**src/rtl/mac_mode_scheduler.sv**
```systemverilog
// Round-robin scheduler for one shared 27x27 / SIMD multiplier: owns the mode register,
// drains the pipeline before a mode change, and returns tagged results in issue order.
module mac_mode_scheduler #(
  parameter int LATENCY    = 2,
  parameter int ID_W       = 4,
  parameter int FIFO_DEPTH = 4
) (
  input  logic            clk,
  input  logic            reset,
  input  logic            req0_valid,
  output logic            req0_ready,
  input  logic [1:0]      req0_mode,
  input  logic [80:0]     req0_a,
  input  logic [80:0]     req0_b,
  input  logic            req0_a_sign,
  input  logic            req0_b_sign,
  input  logic [ID_W-1:0] req0_id,
  input  logic            req1_valid,
  output logic            req1_ready,
  input  logic [1:0]      req1_mode,
  input  logic [80:0]     req1_a,
  input  logic [80:0]     req1_b,
  input  logic            req1_a_sign,
  input  logic            req1_b_sign,
  input  logic [ID_W-1:0] req1_id,
  output logic [80:0]     mult_a,
  output logic [80:0]     mult_b,
  output logic            mult_a_sign,
  output logic            mult_b_sign,
  output logic [1:0]      mult_mode,
  input  logic [53:0]     mult_result_0,
  input  logic [53:0]     mult_result_1,
  input  logic [11:0]     mult_simd_carry,
  output logic            rsp_valid,
  input  logic            rsp_ready,
  output logic [53:0]     rsp_result_0,
  output logic [53:0]     rsp_result_1,
  output logic [11:0]     rsp_simd_carry,
  output logic            rsp_src,
  output logic [ID_W-1:0] rsp_id,
  output logic            rsp_err,
  output logic            busy
);
  localparam int PW  = (FIFO_DEPTH > 1) ? $clog2(FIFO_DEPTH) : 1;
  localparam int CW  = PW + 1;
  localparam int CW1 = CW + 1;
  localparam int EW  = 54 + 54 + 12 + 1 + ID_W + 1;

  typedef enum logic [1:0] {ST_RUN = 2'd0, ST_DRAIN = 2'd1, ST_SWITCH = 2'd2} state_t;

  state_t             r_state, w_state_next;
  logic [1:0]         r_mode;
  logic               r_ptr;
  logic [CW-1:0]      r_inflight, r_count;
  logic [PW-1:0]      r_wptr, r_rptr;
  logic [LATENCY-1:0] r_pipe_vld, r_pipe_src, r_pipe_err;
  logic [ID_W-1:0]    r_pipe_id [LATENCY];
  logic [EW-1:0]      r_mem [FIFO_DEPTH];

  logic               w_gnt_vld, w_gnt, w_illegal, w_credit, w_accept, w_capture, w_pop;
  logic               w_in_run, w_load_mode;
  logic [1:0]         w_gnt_mode;
  logic [80:0]        w_gnt_a, w_gnt_b;
  logic               w_gnt_a_sign, w_gnt_b_sign;
  logic [ID_W-1:0]    w_gnt_id;
  logic [EW-1:0]      w_wdata, w_head;

  assign w_gnt_vld    = req0_valid | req1_valid;
  assign w_gnt        = (req0_valid & req1_valid) ? r_ptr : req1_valid;
  assign w_gnt_mode   = w_gnt ? req1_mode   : req0_mode;
  assign w_gnt_a      = w_gnt ? req1_a      : req0_a;
  assign w_gnt_b      = w_gnt ? req1_b      : req0_b;
  assign w_gnt_a_sign = w_gnt ? req1_a_sign : req0_a_sign;
  assign w_gnt_b_sign = w_gnt ? req1_b_sign : req0_b_sign;
  assign w_gnt_id     = w_gnt ? req1_id     : req0_id;
  assign w_illegal    = (w_gnt_mode == 2'b11);

  // Credit uses registered occupancy, so a pop only frees a slot on the following cycle.
  assign w_credit  = ({1'b0, r_inflight} + {1'b0, r_count}) < CW1'(FIFO_DEPTH);
  assign w_accept  = reset & w_gnt_vld & w_in_run & w_credit & (w_illegal | (w_gnt_mode == r_mode));
  assign w_capture = r_pipe_vld[LATENCY-1];
  assign w_pop     = rsp_valid & rsp_ready;

  assign req0_ready = w_accept & ~w_gnt;
  assign req1_ready = w_accept & w_gnt;
  assign mult_mode  = r_mode;
  assign busy       = (r_inflight != '0) | (r_count != '0) | (r_state != ST_RUN);

  always_ff @(posedge clk or negedge reset) begin
    if (!reset) begin
      r_state <= ST_RUN;
      r_mode  <= 2'b00;
    end else begin
      r_state <= w_state_next;
      if (w_load_mode) r_mode <= w_gnt_mode;
    end
  end

  always_comb begin
    w_state_next = r_state;
    case (r_state)
      ST_RUN:    if (w_gnt_vld && !w_illegal && (w_gnt_mode != r_mode)) w_state_next = ST_DRAIN;
      ST_DRAIN: begin
        if (!w_gnt_vld)               w_state_next = ST_RUN;
        else if (r_inflight == '0)    w_state_next = w_illegal ? ST_RUN : ST_SWITCH;
      end
      ST_SWITCH: w_state_next = ST_RUN;
      default:   w_state_next = ST_RUN;
    endcase
  end

  always_comb begin
    w_in_run    = (r_state == ST_RUN);
    w_load_mode = (r_state == ST_DRAIN) & w_gnt_vld & (r_inflight == '0) & ~w_illegal;
  end

  // Issue register and tag pipeline; illegal-mode slots present zero operands.
  always_ff @(posedge clk or negedge reset) begin
    if (!reset) begin
      mult_a      <= '0;
      mult_b      <= '0;
      mult_a_sign <= 1'b0;
      mult_b_sign <= 1'b0;
      r_pipe_vld  <= '0;
      r_pipe_src  <= '0;
      r_pipe_err  <= '0;
      r_ptr       <= 1'b0;
      for (int i = 0; i < LATENCY; i++) r_pipe_id[i] <= '0;
    end else begin
      if (w_accept) begin
        mult_a      <= w_illegal ? '0   : w_gnt_a;
        mult_b      <= w_illegal ? '0   : w_gnt_b;
        mult_a_sign <= w_illegal ? 1'b0 : w_gnt_a_sign;
        mult_b_sign <= w_illegal ? 1'b0 : w_gnt_b_sign;
        if (req0_valid & req1_valid) r_ptr <= ~w_gnt;
      end
      r_pipe_vld[0] <= w_accept;
      r_pipe_src[0] <= w_gnt;
      r_pipe_err[0] <= w_illegal;
      r_pipe_id[0]  <= w_gnt_id;
      for (int i = 1; i < LATENCY; i++) begin
        r_pipe_vld[i] <= r_pipe_vld[i-1];
        r_pipe_src[i] <= r_pipe_src[i-1];
        r_pipe_err[i] <= r_pipe_err[i-1];
        r_pipe_id[i]  <= r_pipe_id[i-1];
      end
    end
  end

  always_ff @(posedge clk or negedge reset) begin
    if (!reset) begin
      r_inflight <= '0;
      r_count    <= '0;
      r_wptr     <= '0;
      r_rptr     <= '0;
    end else begin
      case ({w_accept, w_capture})
        2'b10:   r_inflight <= r_inflight + 1'b1;
        2'b01:   r_inflight <= r_inflight - 1'b1;
        default: r_inflight <= r_inflight;
      endcase
      case ({w_capture, w_pop})
        2'b10:   r_count <= r_count + 1'b1;
        2'b01:   r_count <= r_count - 1'b1;
        default: r_count <= r_count;
      endcase
      if (w_capture) r_wptr <= r_wptr + 1'b1;
      if (w_pop)     r_rptr <= r_rptr + 1'b1;
    end
  end

  assign w_wdata = r_pipe_err[LATENCY-1]
                 ? {120'd0, r_pipe_src[LATENCY-1], r_pipe_id[LATENCY-1], 1'b1}
                 : {mult_result_0, mult_result_1, mult_simd_carry,
                    r_pipe_src[LATENCY-1], r_pipe_id[LATENCY-1], 1'b0};

  always_ff @(posedge clk) begin
    if (w_capture) r_mem[r_wptr] <= w_wdata;
  end

  assign w_head    = r_mem[r_rptr];
  assign rsp_valid = (r_count != '0);
  assign {rsp_result_0, rsp_result_1, rsp_simd_carry, rsp_src, rsp_id, rsp_err} =
         rsp_valid ? w_head : '0;

  a_fifo_no_overflow: assert property (@(posedge clk) disable iff (!reset)
    !(w_capture && (r_count == CW'(FIFO_DEPTH))));
  a_mode_stable: assert property (@(posedge clk) disable iff (!reset)
    (r_inflight != '0) |=> $stable(r_mode));
endmodule

```
**config.mk**
```make
export PLATFORM = sky130hd
export DESIGN_NAME = mac_mode_scheduler
export DESIGN_NICKNAME = d
export VERILOG_FILES = /design/src/rtl/mac_mode_scheduler.sv
export SDC_FILE = /design/constraint.sdc
export NUM_CORES = 1
export LEC_CHECK = 0
export ABC_CLOCK_PERIOD_IN_PS = 4300
export CORE_AREA = 2 2 296 298
export DETAILED_ROUTE_END_ITERATION = 10
export DIE_AREA = 0 0 298 300
export GPL_TIMING_DRIVEN = 0
export PLACE_DENSITY = 0.69
export RECOVER_POWER = 50
export SYNTH_ARGS = -nofsm -noshare
export SYNTH_HDL_FRONTEND = slang
export SYNTH_SLANG_ARGS = --single-unit
```
**constraint.sdc**
```tcl
create_clock -name clk -period 4.3 [get_ports clk]
set_input_delay 0.43 -clock clk [delete_from_list [all_inputs] [get_ports clk]]
set_output_delay 0.43 -clock clk [all_outputs]
set_load 0.01 [all_outputs]
```
==> results by stage <==
Synth:
- The register area share after synthesis is 67.8%.
- The synthesized design contains 504 enable-type register cells.
- Synthesis produced a netlist with a net count of 2414.
- A synthesized cell averages 15.2 µm².
- The post-synthesis instance area is 29500 µm².
- The synthesized instance count is 1939.
- For this run, the leading register cell type out of synthesis is edfxtp_1.
- The total of flip-flops plus latches after synthesis is 697.
- The count of cell types in the netlist is 40.
- In the synthesized netlist the async set-or-reset flop fraction comes to 27.7%.
- For this run, the number of Yosys warnings is 0.

Flow run:
- The number of max-cap violations is 5.

Cells and area:
- In the layout the commonest cells are 599 x clkdlybuf4s50_1, 504 x edfxtp_1, 346 x nand2_1, 193 x dfrtp_1, 164 x a21oi_1.
- Summing all multi-input logic gate instances after layout gives 8820 µm².
- After the flow finishes, the layout carries non-filler instances totaling 4022.
- The area growth from synthesis to layout is 41.3%.
- The proportion of layout cells with a drive suffix above 1 is 12.4%.
- In the final layout, flip-flops and latches occupy 20000 µm².
- The total number of nets in the final design is 3265.
- After filler insertion, the fill cell instance count of the layout stands at 7692.
- The most common library cell in the layout ignoring fill and taps is clkdlybuf4s50_1.

Setup path:
- The type of the worst setup path is flip-flop to output port.
- The biggest fanout along the worst timing path is 10.
- STA classifies the critical path endpoint as an output port.
- The worst path arrival time is 3.65 ns.
- The launching element type of the critical path is a flip-flop.
- The worst endpoint required time is 3.87 ns.

Clocking:
- The later-pin clock latency in the skew report is 0.63 ns.
- CTS placed an instance of clkbuf_16 at the clock tree root.
- The number of buffers between clock root and the deepest sink is 3.
- TritonCTS built the clock tree.
- TritonCTS created 79 clock buffers.
- The H-tree generated during clock tree synthesis spans 3 levels.
- Counting every sink on the clock net gives 697.
- After clock tree synthesis, the clock-pin slew on the worst setup and hold paths is 0.06 ns.

Placement:
- The HPWL after detailed placement is 74800 µm.
- The congestion estimate from routability-driven global placement came to 0.989.
- The number of placed instances, taps included, is 3863.
- Port buffering added 760 buffers.
- The worst slack after detailed placement is 0.427 ns.

GRT:
- The largest net degree at the start of global routing is 111.
- The aggregate global-route resource usage is 22.0%.
- After global routing the overflow that remains totals 0.
- The first global-routing pass estimated 143000 µm of wire.
- The via count of the first global-routing pass is 20500.
- The initial antenna violation count came to 35.

Outcome:
- The final reports fail on capacitance limit, slew limit.
- The run finished, with violations left.

Power:
- The analysis attributes to cell leakage a power of 15.5 nW.
- The maximum VDD drop is 0.301 mV.
- Power spread over the standard cell area amounts to 596 nW/µm².
- Total power for the finished layout comes to 24.8 mW.

Route:
- Using the TritonRoute via totals, the vias-per-cell ratio works out to 4.85.
- The detailed-route via count is 19500.
- Before antenna repair, the detailed router went through 5 iterations.
- The count of nets left with antenna violations once routing finished came out at 0.
- For this run, design rule violations remaining after detail routing come to 0.
- The detailed router finished its first iteration with 1176 violations.
- The total wirelength of the detailed-routed design is 100000 µm.
- The detailed-route wire length per cell is 24.9 µm.

Timing:
- Setup violations remaining at the end of the flow were counted as 0.
- Setup slack on the critical path of the routed design comes to 0.216 ns.
- The routed design could run at a clock period as short as 4.08 ns.
- The top achievable clock speed is 245 MHz.
- The transition time at the pin with the least slew margin is 2.88 ns.
- The number of pins with negative max-slew slack in the final report is 247.
- The relative slew slack is -92.1%.
- The post-route clock period utilization is 95.0%.
- Clock skew on the completed layout was measured at 0.0330 ns.
- Setup repair after global routing could not meet its margin everywhere.
- The final hold violation count is 0.

Floorplanning:
- The row count is 108.
- The width of the die is 298 µm.
- The die covers 89400 µm².
- The die boundary height is 300 µm.
- Pin placement for this block handled 761 I/O pins.
- The placeable core area is 86200 µm².
- Once the floorplan was initialized, standard cells occupied 34.2% of the core.

Min path:
- The type of the tightest min-delay check is flip-flop to flip-flop.
-- registers in the layout (all words and copies together), names as in the netlist, 3 cells and up --
signal      count
r_mem         504
mult_a         81
r_inflight      3
r_count         3
r_pipe_id       8
mult_b         81
-- synth_stat cells, types with 2 or more instances --
master	n	area, µm²
buf_6	17	191
and2_1	131	820
xor2_1	7	61.3
nand2_1	345	1290
buf_2	4	20.0
a21oi_1	164	821
mux2i_1	2	20.0
fa_1	2	40.0
nor3_1	2	10.0
edfxtp_1	504	15100
clkbuf_1	91	342
ha_1	8	100
xnor2_1	3	26.3
nand3_1	2	10.0
buf_1	15	56.3
dfrtp_1	193	4830
nor2_1	7	26.3
o21bai_1	2	15.0
mux4_2	126	2840
mux2_2	64	721
o21ai_0	3	15.0
nor2b_1	120	751
mux2_1	100	1130
inv_1	11	41.3
-- metal layers --
layer  share of wire [%]  track usage, %  up-vias
li1                    -               -     8780
met1                  37            25.2     9810
met2                  51            38.9      710
met3                 7.8            6.34      175
met4                 3.6            8.18       12
met5               0.077               0        -
-- final timing paths --
| path | from | end | slack [ns] | cells past startpoint |
|---|---|---|---|---|
| max | r_rptr[0]$_DFFE_PN0N_ | rsp_result_0[17] | 0.22 | 5 |
| max reg2reg | r_wptr[1]$_DFFE_PN0P_ | r_mem[1][32]$_DFFE_PP_ | 0.73 | 5 |
| max in group asynchronous | reset | mult_a[52]$_DFFE_PN0P_ | 1.73 | 3 |
| min | r_pipe_id[7]$_DFF_PN0_ | r_pipe_id[3]$_DFF_PN0_ | 0.35 | 0 |
| min in group asynchronous | reset | mult_b[67]$_DFFE_PN0P_ | 0.46 | 3 |
| min reg2reg | r_pipe_id[7]$_DFF_PN0_ | r_pipe_id[3]$_DFF_PN0_ | 0.35 | 0 |
-- layout make-up --
cell class	count	share of cell area, %
Multi-Input combinational cell	1102	21.2
Timing Repair Buffer	771	18.9
Clock buffer	104	5.22
Clock inverter	41	1.54
Buffer	126	1.49
Inverter	13	0.123
Antenna cell	13	0.0782
Tap cell	1155	3.47
Sequential cell	697	48.0
-- power breakdown --
| part | internal [mW] | total (mW) | switching, mW |
|---|---|---|---|
| clock network | 4.38 | 7.21 | 2.83 |
| logic | 4.73 | 8.97 | 4.24 |
| registers | 8.19 | 8.62 | 0.427 |
| total | 17.3 | 24.8 | 7.50 |
-- logic make-up after synthesis --
group,after synthesis,synth area share [%]
AOI/OAI and AO/OA,174,3.03
xor gates and xnor gates,10,0.297
adders and majority gates,10,0.476
buffers and inverters,140,2.24
DFF,697,67.8
muxes,294,16.1
and+or+nand+nor,614,10.1
-- repair_timing --
item,CTS,global route
hold buffers,2,0
setup buffers,0,0
endpoints found under the setup margin,38,51
endpoints found under the hold margin,84,0
resized for setup,3,10
-- critical path, cell delays in order (launching register included) --
cell and delay, ns:
dfrtp_1 0.33, clkbuf_1 0.68, buf_1 0.72, mux4_2 0.58
and2_1 0.21, clkdlybuf4s50_1 0.50
-- through the flow --
stage               cell area (µm²)  hold WS, ns  setup TNS (ns)  utilization (%)
floorplan                     29500        0.134               0                -
CTS                           41600        0.296               0             48.3
global route                  41600        0.334         -0.0950             48.3
detailed placement            38800        0.335               0             45.0
finish                        41600        0.347               0             48.3
global placement              38500        0.332        -3375.28             44.7
(Power assumes the default switching activity.)
==> edit 1: new RTL, same settings <==
`ID_W`: 4 -> 5.
--- a/src/rtl/mac_mode_scheduler.sv
+++ b/src/rtl/mac_mode_scheduler.sv
@@ -2,7 +2,7 @@
 // drains the pipeline before a mode change, and returns tagged results in issue order.
 module mac_mode_scheduler #(
   parameter int LATENCY    = 2,
-  parameter int ID_W       = 4,
+  parameter int ID_W       = 5,
   parameter int FIFO_DEPTH = 4
 ) (
   input  logic            clk,
Interface: changed (resized req0_id, req1_id and rsp_id); port bits go from 761 to 764. No check against the original RTL was run, so the function may have changed too.
==> edit 1 against the original RTL <==
  * The flow still finishes with violations (capacitance limit, slew limit)
  * Via count rose by 1.2%
  * Combinational power barely moved
  * Routed wire length rose by 0.71%
  * Critical endpoint is now req1_ready
  * Sequential share of layout area rose by 0.47 points
  * Core utilization fell by 0.062 points
  * Cell area fell by 0.13%
  * Synthesized cell count rose by 0.62%
  * Non-clock buffer count rose by 4
  * Power fell by 2.2%
  * Worst setup slack improved by 0.097 ns
  * Area after synthesis rose by 0.69%
  * Sequential cell count rose by 6
  * Largest cell class unchanged
  * Critical path depth rose by 4
==> edit 1: results (changes against the original RTL) <==
[run_status]
status = finished, violations left
violations = capacitance limit, slew limit

[worst_setup_path]
worstSetupStartpoint = r_ptr$_DFFE_PN0P_
r2r_start = r_wptr[0]$_DFFE_PN0P_
cp.arrival_ns = 3.56  ; -0.09 ns

[clocking]
clockBufferDepth = 3  ; unchanged
clock_latency_ns = 0.65  ; +0.02 ns
numCtsBuffers = 77  ; -2.5%

[placed_design]
gp_congestion = 0.988  ; about the same
hpwl_mm = 76.1  ; +1.8%
portBuffers = 763  ; +0.39%

[drt]
wire_per_inst_um = 25.0  ; +0.38%
via_per_inst = 4.89  ; +0.87%
drtIter0Drc = 1195  ; +1.6%

[pwr]
peakVddDrop_v = 0.000394  ; +31%
power.leakage_nw = 15.5  ; -0.17%
p_int_mw = 16.8  ; -2.9%

[global_route]
grt_max_degree = 102  ; -8.1%
track_usage = 0.222  ; +0.00241
antenna_found_initial = 38  ; +8.6%
grt_pass1_vias = 20800  ; +1.5%
grt_pass1_wl_mm = 144  ; +1.2%

[yosys]
synthTopCellsByCount = 508 x edfxtp_1, 348 x nand2_1, 195 x dfrtp_1, 164 x a21oi_1, 132 x and2_1
ys_seq_area_frac = 0.679  ; +0.00108
synthXorXnorAreaFrac = 0.00295  ; -0.0000204
synth_adder_area_share = 0.00472  ; -0.0000327
synthArstFlopShare = 0.277  ; +0.000482
synth_compound_area_frac = 0.0301  ; -0.000208
synth_cell_types = 38  ; -5.0%
synthMuxAreaShare = 0.161  ; -0.000347
yosys-top-cells-area = edfxtp_1 51%, dfrtp_1 16%, mux4_2 9.6%
synth_edf_count = 508  ; +0.79%
synth_nets = 2428  ; +0.58%

[cells_and_area]
nNetsFinal = 3280  ; +0.46%
drive_gt1_frac = 0.121  ; -0.00319
reg_top3 = r_mem x508, mult_a x81, mult_b x81

[sta]
finClkSkew_ns = 0.0546  ; +0.0217 ns
final-max-slew-violation-count = 243  ; -1.6%
relSlewSlack = -0.972  ; -0.0508

[min_path]
min_from = r_pipe_id[7]$_DFF_PN0_

[flow_run]
maxCapViolCount = 5  ; unchanged

==> edit 1: routing by layer <==
metal | up-vias | routed length (um) | GRT usage
met1 | 9935 | 37100 | 0.251
met2 | 746 | 50900 | 0.386
li1 | 8824 | - | -
met3 | 202 | 7880 | 0.0684
met5 | - | 89 | 0
met4 | 14 | 5080 | 0.102
==> edit 1: cell families (layout without fill, tap and decap cells) <==
logic type | after synthesis | in the layout
fa+ha+maj | 10 | 10
flops | 703 | 703
compound gates | 174 | 174
simple gates | 618 | 618
other cells | 0 | 17
mux | 295 | 295
buf+inv | 141 | 1053
xor+xnor | 10 | 10
==> edit 1: final timing paths <==
path,slack (ns),endpoint,cells after the start
min,0.34,r_pipe_id[2]$_DFF_PN0_,0
max,0.31,req1_ready,9
min reg2reg,0.34,r_pipe_id[2]$_DFF_PN0_,0
min in group asynchronous,0.47,mult_b[15]$_DFFE_PN0P_,2
max reg2reg,0.43,r_mem[2][37]$_DFFE_PP_,5
max in group asynchronous,0.62,mult_a[11]$_DFFE_PN0P_,3
==> edit 1: area by class of cell <==
type	count	area (sq um)
Inverter	13	48.8
Antenna cell	17	42.5
Tap cell	1155	1450
Clock inverter	36	394
Multi-Input combinational cell	1107	8860
Fill cell	7621	44700
Sequential cell	703	20100
Timing Repair Buffer	773	7850
Clock buffer	103	2160
Buffer	128	626
==> edit 1: repair_timing <==
| action | in CTS | in global routing |
|---|---|---|
| endpoints found under the setup margin | 94 | 0 |
| resized for setup | 2 | 0 |
| hold buffers | 1 | 0 |
| hold endpoints to repair | 94 | 0 |
==> edit 1: critical path: stages (launching register included) <==
cell and delay [ns]:
dfrtp_1 0.36, nand2b_1 0.12, nand2_1 0.33, inv_2 0.20
buf_6 0.19, mux2i_4 0.32, o21bai_1 0.14, a221o_1 0.44
nor2_1 0.13, clkdlybuf4s50_1 0.70
==> edit 1: power by group through the flow <==
stage | combinational [mW] | sequential (mW) | clock (mW)
after detailed placement | 9.32 | 8.79 | 0
after global routing | 9.62 | 8.75 | 7.06
after global placement | 9.25 | 8.81 | 0
final | 8.97 | 8.65 | 6.64
after CTS | 9.37 | 8.67 | 6.80
after floorplan | 4.17 | 9.04 | 0
==> edit 1: metrics by stage <==
| step | total power [mW] | std cells | setup TNS, ns | area [sq um] | setup WS (ns) |
|---|---|---|---|---|---|
| finish | 24.3 | 4035 | 0 | 41600 | 0.313 |
| global route | 25.4 | 4032 | 0 | 41600 | 0.0803 |
| CTS | 24.8 | 4018 | 0 | 41600 | 0.133 |
| detailed placement | 18.1 | 3878 | 0 | 39000 | 0.218 |
| global placement | 18.1 | 3869 | -3488.75 | 38700 | -6.63 |
| floorplan | 13.2 | 1951 | 0 | 29700 | 0.263 |
==> edit 2: new RTL, config.mk and constraints unchanged <==
Without the edit above. The 3 states of `state_t` get a one-hot encoding in 3 bits.
--- a/src/rtl/mac_mode_scheduler.sv
+++ b/src/rtl/mac_mode_scheduler.sv
@@ -46,7 +46,7 @@
   localparam int CW1 = CW + 1;
   localparam int EW  = 54 + 54 + 12 + 1 + ID_W + 1;
 
-  typedef enum logic [1:0] {ST_RUN = 2'd0, ST_DRAIN = 2'd1, ST_SWITCH = 2'd2} state_t;
+  typedef enum logic [2:0] {ST_RUN = 3'b001, ST_DRAIN = 3'b010, ST_SWITCH = 3'b100} state_t;
 
   state_t             r_state, w_state_next;
   logic [1:0]         r_mode;
Behaviour: same outputs for any inputs over 4 cycles, from zero or initial values and one cycle with reset low; so few cycles prove little.
==> edit 2 against the original RTL <==
  * The flow still finishes with violations (capacitance limit, slew limit)
  * Routed wire length is 3.3% lower
  * Final cell count is 0.15% higher
  * Via count is 0.16% lower
  * Clock power is 4.2% lower
  * Combinational power is 6.9% higher
  * Cell area hardly changed
  * Worst setup slack better by 0.14 ns
  * Sequential cell count is 1 higher
  * Clock skew is 0.0037 ns lower
  * Register-to-register slack worse by 0.29 ns
  * Area after synthesis is 0.48% higher
  * Power is 2.6% higher
  * Critical path type unchanged
==> edit 2: results (changes against the original RTL) <==
[placed_design]
dp.cells = 3871  ; +0.21%
hpwl_mm = 72.6  ; -2.9%
placed_area_sq_um = 38900  ; +0.43%

[clocking]
post_cts_resized = 2  ; -1
cts_hold_buffers = 1  ; -1
numCtsBuffers = 76  ; -3.8%

[worst_setup_path]
worstSetupStartpoint = r_count[0]$_DFFE_PN0P_
crit_path_top_delay_cell = clkbuf_1
cp.arrival_ns = 3.51  ; -0.14 ns
r2r_start = r_wptr[0]$_DFFE_PN0P_
slowest_delay_ns = 0.96  ; +0.24 ns

[drt]
routed_wirelength_mm = 97.0  ; -3.3%

[yosys]
synthXorXnorAreaFrac = 0.00296  ; -0.0000142
synthArstFlopShare = 0.278  ; +0.00104
ys_seq_area_frac = 0.675  ; -0.00235
synth_adder_area_share = 0.00473  ; -0.0000227
synthMuxAreaShare = 0.161  ; +0.000457
synthTopCellsByCount = 504 x edfxtp_1, 343 x nand2_1, 193 x dfrtp_1, 165 x a21oi_1, 131 x and2_1
synth_cell_types = 42  ; +5.0%

[run_status]
violations = capacitance limit, slew limit
status = finished, violations left

[sta]
final-max-slew-violation-count = 232  ; -6.1%
timing.hold.ws_ns = 0.347  ; -0.000699 ns
finClkSkew_ns = 0.0293  ; -0.00366 ns
worst_pin_slew_ns = 3.10  ; +0.215 ns

[pwr]
combPwrFrac = 0.377  ; +0.015
switching_share = 0.308  ; +0.00622
peakVddDrop_v = 0.000448  ; +49%
p_clk_mw = 6.91  ; -4.2%
power.leakage_nw = 15.4  ; -0.31%

[min_path]
whs_endpoint = r_pipe_err[1]$_DFF_PN0_
min_from = r_pipe_err[0]$_DFF_PN0_

[flow_run]
maxCapViolCount = 5  ; unchanged

[global_route]
grt_max_degree = 99  ; -11%
antenna_found_initial = 33  ; -5.7%
track_usage = 0.212  ; -0.00811

[cells_and_area]
drive_gt1_frac = 0.117  ; -0.00732
nNetsFinal = 3268  ; +0.092%

## edit 2: changes by cell type after synthesis, moves of 2 or more
cell      delta
or3_1        +2
nand2_1      -2
buf_8       +11
o211ai_2     +2
o21ai_0      -2
nand2b_1     +4
buf_2       +10
buf_1        -2
mux2_1      +26
mux2_2      -23
buf_6       -11
a21o_1       +2
clkbuf_1     -8
## edit 2: worst max-delay path by stage
stage,endpoint,slack (ns),cells past startpoint
finish,rsp_result_1[28],0.36,5
global route,req1_ready,0.08,8
CTS,rsp_result_0[40],0.02,5
detailed placement,rsp_result_0[43],0.40,6
global placement,mult_a[35]$_DFFE_PN0P_,-6.20,1
floorplan,r_mem[0][0]$_DFFE_PP_,0.29,3
## edit 2: metrics by stage
step | worst slack [ns] | TNS [ns]
final | 0.359 | 0
after global routing | 0.0766 | 0
after CTS | 0.0241 | 0
after detailed placement | 0.396 | 0
after global placement | -6.20 | -3233.82
after floorplan | 0.287 | 0
## edit 2: layer usage
metal | vias to the layer above | GRT usage | part of all wire
met1 | 9801 | 0.244 | 0.38
li1 | 8787 | - | -
met2 | 693 | 0.367 | 0.51
met4 | 12 | 0.0866 | 0.039
met3 | 162 | 0.0657 | 0.077
met5 | - | 0 | 0.00078
## edit 2: final cells by class
cell class	instances	share of cell area
buffer	125	0.0159
clock inverter	39	0.0149
sequential	698	0.480
clock buffer	99	0.0499
inverter	12	0.00114
multi-input combinational	1108	0.213
tap	1155	0.0347
timing repair buffer	772	0.188
antenna	20	0.00120
## edit 2: worst register-to-register path, delay by kind of cell (launching register included)
family | cells | cell delay, ns
simple gates | 1 | 1.75
buf+inv | 2 | 1.09
flops | 1 | 0.42
fa+ha+maj | 1 | 0.15
